===== config.mk =====
export PLATFORM = sky130hd
export DESIGN_NAME = conway_row_engine
export DESIGN_NICKNAME = d
export VERILOG_FILES = /design/src/rtl/conway_pkg.sv /design/src/rtl/conway_next_row.sv /design/src/rtl/conway_row_engine.sv
export SDC_FILE = /design/constraint.sdc
export NUM_CORES = 1
export LEC_CHECK = 0
export BUFFER_PORTS_ARGS = -buffer_cell sky130_fd_sc_hd__buf_2
export CORE_MARGIN = 5
export CORE_UTILIZATION = 45
export DETAILED_ROUTE_END_ITERATION = 6
export PLACE_DENSITY = 0.65
export SYNTH_ARGS = -nofsm -noshare
export SYNTH_HDL_FRONTEND = slang
export SYNTH_SLANG_ARGS = --single-unit

===== constraint.sdc =====
create_clock -name clk -period 10.78 [get_ports clk]
set_input_delay 1.617 -clock clk [delete_from_list [all_inputs] [get_ports clk]]
set_output_delay 1.617 -clock clk [all_outputs]
set_load 0.005 [all_outputs]

===== src/rtl/conway_pkg.sv =====
// Shared types and constants for the Game-of-Life row engine.
package conway_pkg;
   localparam int GEN_W = 16;

   typedef enum logic [2:0] {
      IDLE,
      FETCH,
      CAPTURE,
      WRITE,
      DONE
   } state_e;
endpackage


===== src/rtl/conway_next_row.sv =====
// Combinational next-generation row from a three-row window.
// Cells outside the row edges are treated as dead.
module conway_cell (
   input  logic [2:0] top,
   input  logic [2:0] mid,
   input  logic [2:0] bot,
   output logic       nxt
);
   logic [3:0] s;

   // s counts the full 3x3 block, centre included
   always_comb begin
      s = 4'd0;
      for (int b = 0; b < 3; b++) begin
         s = s + {3'd0, top[b]} + {3'd0, mid[b]} + {3'd0, bot[b]};
      end
      nxt = (s == 4'd3) | (mid[1] & (s == 4'd4));
   end
endmodule

module conway_next_row #(
   parameter int WIDTH = 32
) (
   input  logic [WIDTH-1:0] top,
   input  logic [WIDTH-1:0] mid,
   input  logic [WIDTH-1:0] bot,
   output logic [WIDTH-1:0] nxt
);
   logic [WIDTH+1:0] top_p;
   logic [WIDTH+1:0] mid_p;
   logic [WIDTH+1:0] bot_p;

   // bit i+1 of the padded rows is column i
   assign top_p = {1'b0, top, 1'b0};
   assign mid_p = {1'b0, mid, 1'b0};
   assign bot_p = {1'b0, bot, 1'b0};

   for (genvar i = 0; i < WIDTH; i++) begin : g_cell
      conway_cell u_cell (
         .top (top_p[i+2:i]),
         .mid (mid_p[i+2:i]),
         .bot (bot_p[i+2:i]),
         .nxt (nxt[i])
      );
   end
endmodule


===== src/rtl/conway_row_engine.sv =====
// Row sequencer: streams source rows through a three-row window
// and writes one next-generation row per WRITE cycle.
module conway_row_engine
   import conway_pkg::*;
#(
   parameter int WIDTH  = 32,
   parameter int HEIGHT = 32,
   parameter int ADDR_W = 5
) (
   input  logic              clk,
   input  logic              reset,
   input  logic              start,
   output logic              busy,
   output logic              done,
   output logic              rd_en,
   output logic [ADDR_W-1:0] rd_addr,
   input  logic [WIDTH-1:0]  rd_data,
   output logic              wr_en,
   output logic [ADDR_W-1:0] wr_addr,
   output logic [WIDTH-1:0]  wr_data,
   output logic [GEN_W-1:0]  gen_count
);
   localparam logic [ADDR_W:0] LAST = (ADDR_W+1)'(HEIGHT);

   state_e            state_q, state_d;
   logic [WIDTH-1:0]  top_q, top_d;
   logic [WIDTH-1:0]  mid_q, mid_d;
   logic [WIDTH-1:0]  bot_q, bot_d;
   logic [ADDR_W:0]   f_q, f_d;
   logic [GEN_W-1:0]  gen_q, gen_d;
   logic [WIDTH-1:0]  nxt_row;
   logic              more;

   assign more = (f_q < LAST);

   conway_next_row #(
      .WIDTH (WIDTH)
   ) u_next_row (
      .top (top_q),
      .mid (mid_q),
      .bot (bot_q),
      .nxt (nxt_row)
   );

   always_comb begin
      state_d = state_q;
      top_d   = top_q;
      mid_d   = mid_q;
      bot_d   = bot_q;
      f_d     = f_q;
      gen_d   = gen_q;
      unique case (state_q)
         IDLE: begin
            if (start) begin
               top_d   = '0;
               mid_d   = '0;
               bot_d   = '0;
               f_d     = '0;
               state_d = FETCH;
            end
         end
         FETCH: state_d = CAPTURE;
         CAPTURE: begin
            top_d = mid_q;
            mid_d = bot_q;
            // past the last row the window fills with dead cells
            bot_d = more ? rd_data : '0;
            if (f_q == '0) begin
               f_d     = (ADDR_W+1)'(1);
               state_d = FETCH;
            end else begin
               state_d = WRITE;
            end
         end
         WRITE: begin
            if (f_q == LAST) begin
               state_d = DONE;
            end else begin
               f_d     = f_q + (ADDR_W+1)'(1);
               state_d = FETCH;
            end
         end
         DONE: begin
            gen_d   = gen_q + GEN_W'(1);
            state_d = IDLE;
         end
         default: state_d = IDLE;
      endcase
   end

   always_ff @(posedge clk) begin
      if (reset) begin
         state_q <= IDLE;
         top_q   <= '0;
         mid_q   <= '0;
         bot_q   <= '0;
         f_q     <= '0;
         gen_q   <= '0;
      end else begin
         state_q <= state_d;
         top_q   <= top_d;
         mid_q   <= mid_d;
         bot_q   <= bot_d;
         f_q     <= f_d;
         gen_q   <= gen_d;
      end
   end

   assign busy      = (state_q != IDLE);
   assign done      = (state_q == DONE);
   assign rd_en     = (state_q == FETCH) & more;
   assign rd_addr   = rd_en ? f_q[ADDR_W-1:0] : '0;
   assign wr_en     = (state_q == WRITE);
   assign wr_addr   = wr_en ? (f_q[ADDR_W-1:0] - ADDR_W'(1)) : '0;
   assign wr_data   = nxt_row;
   assign gen_count = gen_q;
endmodule


======== Yosys cells after proc, flatten, opt, wreduce, memory -nomap -nowiden ========
Cells that the tools add are included.
word-level totals
  register bits ........................... 121
  logic and storage cells ................. 414
  input port bits ......................... 35
cells by class
  muxes and demuxes ....................... 15
  order comparisons ....................... 1
  reductions and logical operators ........ 7
  bitwise gates (word level) .............. 65
  $add $sub $neg .......................... 248
  equal/unequal tests ..................... 72
operators with widths
  kind                                                                    number
  4-bit by 1-bit adder with 4-bit output                                  152
  32-bit case mux with 2 select lines                                     3
  4-bit by 2-bit equality test with 1-bit output (second input constant)  32
  4-bit by 3-bit equality test with 1-bit output (second input constant)  32
  3-bit by 1-bit adder with 4-bit output                                  31
  2-bit by 1-bit adder with 3-bit output                                  31
  32-bit two-way mux                                                      2
  1-bit by 1-bit adder with 2-bit output                                  31
  1-bit AND                                                               33
  1-bit OR                                                                32
  6-bit two-way mux                                                       3
  6-bit case mux with 3 select lines                                      1
  16-bit by 1-bit adder with 16-bit output (second input constant)        1
  3-bit case mux with 4 select lines                                      1
  5-bit two-way mux                                                       2
  6-bit by 1-bit adder with 6-bit output (second input constant)          1
  3-bit by 2-bit equality test with 1-bit output (second input constant)  2
  6-bit equality test (second input constant)                             1
  6-bit zero test                                                         1
  6-bit < comparator (second input constant)                              1
  3-bit two-way mux                                                       2
  2-bit != test (second input constant)                                   3
  3-bit nonzero test                                                      2
  5-bit by 1-bit subtractor with 5-bit output (second input constant)     1
  7 further kinds                                                         7

======== Depth between registers and ports, before layout ========
  depth in word-level cells ............... 11
  depth in mapped cells ................... 14

======== Hierarchy ========
From an unflattened synthesis, not the netlist that was laid out.
second synthesis, totals
  cell total of the unflattened synthesis .. 1348
  area total of the unflattened synthesis .. 11706.2 µm²
by module, submodules not included
  module             times used  cells an instance  area each (µm²)
  conway_cell        32          27                 224.0
  conway_row_engine  1           483                4535.6
  conway_next_row    1           1                  3.8

======== Worst setup path after synthesis ========
No wires, ideal clock.
  kind .................................... register to output
  from .................................... register top_q[0]
  to ...................................... output port wr_data[1]
  path slack .............................. 5.615 ns
  arrival time ............................ 3.548 ns
  buffers on the path ..................... 1
  cell stages (with the launch flop) ...... 14
  cells stage by stage .................... dfxtp_1 > fa_1 > inv_1 > fa_1 > inv_1 > ha_1 > fa_1 > ha_1 > fa_1 > a2111oi_0 > a21oi_1 > nor4_1 > a31o_2 > buf_4
on the way
  cells in the longest elaborated chain, start to end .. 11
ends and longest elaborated chain
  element                                                  RTL line                  text
  start, declared                                          conway_row_engine.sv:26   logic [WIDTH-1:0] top_q, top_d;
  start signal, assigned                                   conway_row_engine.sv:101  top_q <= top_d;
  1-bit by 1-bit adder with 2-bit output (*)               conway_next_row.sv:15     s = s + {3'd0, top[b]} + {3'd0, mid[b]} + {3'd0, bot[b]};
  2-bit by 1-bit adder with 3-bit output (*)               conway_next_row.sv:15
  3-bit by 1-bit adder with 4-bit output (*)               conway_next_row.sv:15
  4-bit by 1-bit adder with 4-bit output (*) (5 in a row)  conway_next_row.sv:15
  4-bit by 3-bit equality test with 1-bit output           conway_next_row.sv:17     nxt = (s == 4'd3) | (mid[1] & (s == 4'd4));
  1-bit AND                                                conway_next_row.sv:17
  1-bit OR (*)                                             conway_next_row.sv:17
  end, declared                                            conway_row_engine.sv:20   output logic [WIDTH-1:0] wr_data,
Every way passes the cells marked *; elsewhere a longest branch is shown, timed or not.

======== Worst setup path after layout ========
Same ends and word-level chain as after synthesis.

==> reports/metrics.cfg <==
[status]
status=finished clean

[sta]
fin_worst_skew_ns=0.0106
worst_slack_ns=5.01
max_freq_mhz=173
timing.final.crit_period_ns=5.77
slew_viol_final=0
final-hold-violation-count=0
worst_pin_slew_ns=1.16
setup-tns-final_ns=0
setup_viol=0
post-route-period-util=0.535
relSlewSlack=0.228
rsz0062_at_grt=no

[synth]
syn_area_um2=10900
yosysWarningCount=0
synth_edf_count=0
synth_largest_area_cell=fa_1
async_flop_share=0
ys_seq_area_frac=0.223
synth_top_area_share=0.282
synth-seq-cells=121
synth.avg_cell_area_um2=9.44
synth_area_leaders=fa_1 (28%), dfxtp_1 (22%), inv_1 (7.6%), ha_1 (7.5%), a22oi_1 (6.6%)
yosysMostFrequentCell=inv_1
synth_nets=1403
synth_cells=1150
ys_types=47
synth-main-ff-cell=dfxtp_1
ys_top_cells_by_count=inv_1 (219), fa_1 (153), dfxtp_1 (121)

[critical_path]
crit_path_cell_trace=fa_1, inv_1, fa_1, inv_1, ha_1, fa_1, ha_1, fa_1, a2111oi_0, a21oi_1, nor4_1, a31o_2, buf_2
criticalPathCategory=flop to primary output
worstPathArrival_ns=4.15
worstPathMaxFanout=4
cp.required_ns=9.16
cp_slowest_cell=fa_1
crit_path_end_kind=primary output
critPathLaunchType=flop
max_stage_delay_ns=0.54
cpMostUsedCell=fa_1

[cts]
hold_buffers=0
clkSinkCount=121
htreeDepth=4
numCtsBuffers=17
cts_tree=built
path_clk_slew_ns=0.06
ctsRootBufferMaster=clkbuf_16
cts_setup_buffers=0
clk_latency_ns=0.41
post_cts_resized=0
cts_buffer_depth=2

[pwr]
p_int_w=0.000907
p_sw_frac=0.227
vdd_drop_max_mv=0.0705
p_seq_frac=0.390
p_sw_w=0.000267
p_clk_frac=0.531
leakage_nw=5.42
pwr-share-comb=0.078
power.total_w=0.00117
cellPowerDensity_nw_per_um2=98.1

[route]
drt-wirelength-per-cell_um=14.1
drt_iter0_markers=383
wl_mm=21.5
dr.pass1.iters=4
ant_nets=0
num_vias=7842
drc=0
vias_per_cell=5.16

[die]
die_x_um=165
die_h_um=165
start_util=0.460
io_pins=97
coreArea_um2=23600
fp.dieArea_um2=27300
row_count=56

[layout]
multi_input_area_um2=7190
fin_cells=1521
drive_gt1_frac=0.125
final-seq-area_um2=2420
nets=1444
syn2layout_area_growth_pct=10.3
num_antenna_cells=0
n_fill_cell=2221

[placement]
place_congestion=0.788
io_buffers=96
dp_hpwl_mm=16.4
placed_cells_incl_taps=1491
pre_cts_slack_ns=5.41

[grt]
grt_pass1_vias=7997
grt.total_usage=0.169
grt_pass1_wl_mm=37.8
grt_max_degree=97
overflow=0
antenna_found_initial=1

[hold_path]
min_path_type=flop to flop

[flow_run]
maxCapViolCount=0

## worst max-delay path: cells and delay by family, from the launching register on
family / cells / cell delay, ns
simple gates: 1 / 0.18
buf+inv: 3 / 0.20
flops: 1 / 0.32
compound gates: 3 / 0.61
fa+ha+maj: 6 / 2.43
## cells in the final DEF (no fill, tap or decap), types with 2 or more instances in the layout
cell type  count
inv_1        219
fa_1         153
dfxtp_1      121
nor2_1       117
a22oi_1       96
buf_2         95
ha_1          65
mux2i_1       47
a21oi_1       27
nand3_1       27
nand2_1       27
nand3b_1      20
nor3_1        19
nor4_1        18
o21ai_0       17
clkbuf_16     17
a32o_1        16
a211oi_1      15
a31o_2        14
xor2_1         8
bufinv_16      5
xnor2_1        4
o31ai_1        4
or4_1          4
nand4_1        4
nand2b_1       3
and2_1         3
or3_1          3
a31oi_1        3
clkbuf_8       3
buf_4          3
and3_1         2
a21o_1         2
clkinv_2       2
clkbuf_1       2
## metal layers
| metal | track usage | vias up | routed length (um) |
|---|---|---|---|
| li1 | - | 3907 | - |
| met1 | 0.224 | 3803 | 10100 |
| met2 | 0.287 | 114 | 10300 |
| met3 | 0.0330 | 16 | 908 |
| met4 | 0.0386 | 2 | 218 |
| met5 | 0 | - | 13 |
## logic make-up after synthesis
kind of cell,count (synthesis),synth area share
AO/OA/AOI/OAI,197,0.132
XOR/XNOR,12,0.00968
adder cells (fa/ha/maj),218,0.357
buffers and inverters,296,0.117
flip-flops,121,0.223
multiplexers,47,0.0433
AND/OR/NAND/NOR,259,0.119
## sequential cells by signal, summed over array words and instances (netlist names)
name	cells
bot_q	32
f_q	6
top_q	32
mid_q	32
state_q	3
gen_count	16
## power by group through the flow
stage / Clock [W] / Sequential [W] / Combinational (W)
after detailed placement: 0 / 0.000468 / 0.0000934
final: 0.000624 / 0.000458 / 0.0000921
after global routing: 0.000666 / 0.000459 / 0.000105
after floorplan: 0 / 0.000465 / 0.0000687
after CTS: 0.000642 / 0.000458 / 0.0000941
after global placement: 0 / 0.000468 / 0.0000921
## per-stage QoR
stage          cell area [um2]  hold slack [ns]  utilization
6_report                 12000            0.482        0.507
5_1_grt                  12000            0.516        0.507
4_1_cts                  12000            0.482        0.507
3_5_place_dp             11300            0.472        0.480
3_3_place_gp             11300            0.462        0.480
2_1_floorplan            10900            0.465            -
## final cells by class
type                    count  share of cell area
flip-flops and latches    121               0.202
multi-input cells         733               0.600
clock buffers              22              0.0396
well taps                 319              0.0333
repair buffers             98              0.0416
clock inverters             8              0.0140
inverters                 220              0.0690
## worst paths after layout
path / slack [ns] / cells after the start / start / to
setup reg to reg: 8.37 / 4 / state_q[2] / gen_count[14]
hold / removal: 0.48 / 2 / gen_count[15] / gen_count[15]
hold reg to reg: 0.48 / 2 / gen_count[15] / gen_count[15]
setup / recovery: 5.01 / 13 / top_q[0] / wr_data[1]
Power figures use the tool's default switching activity.
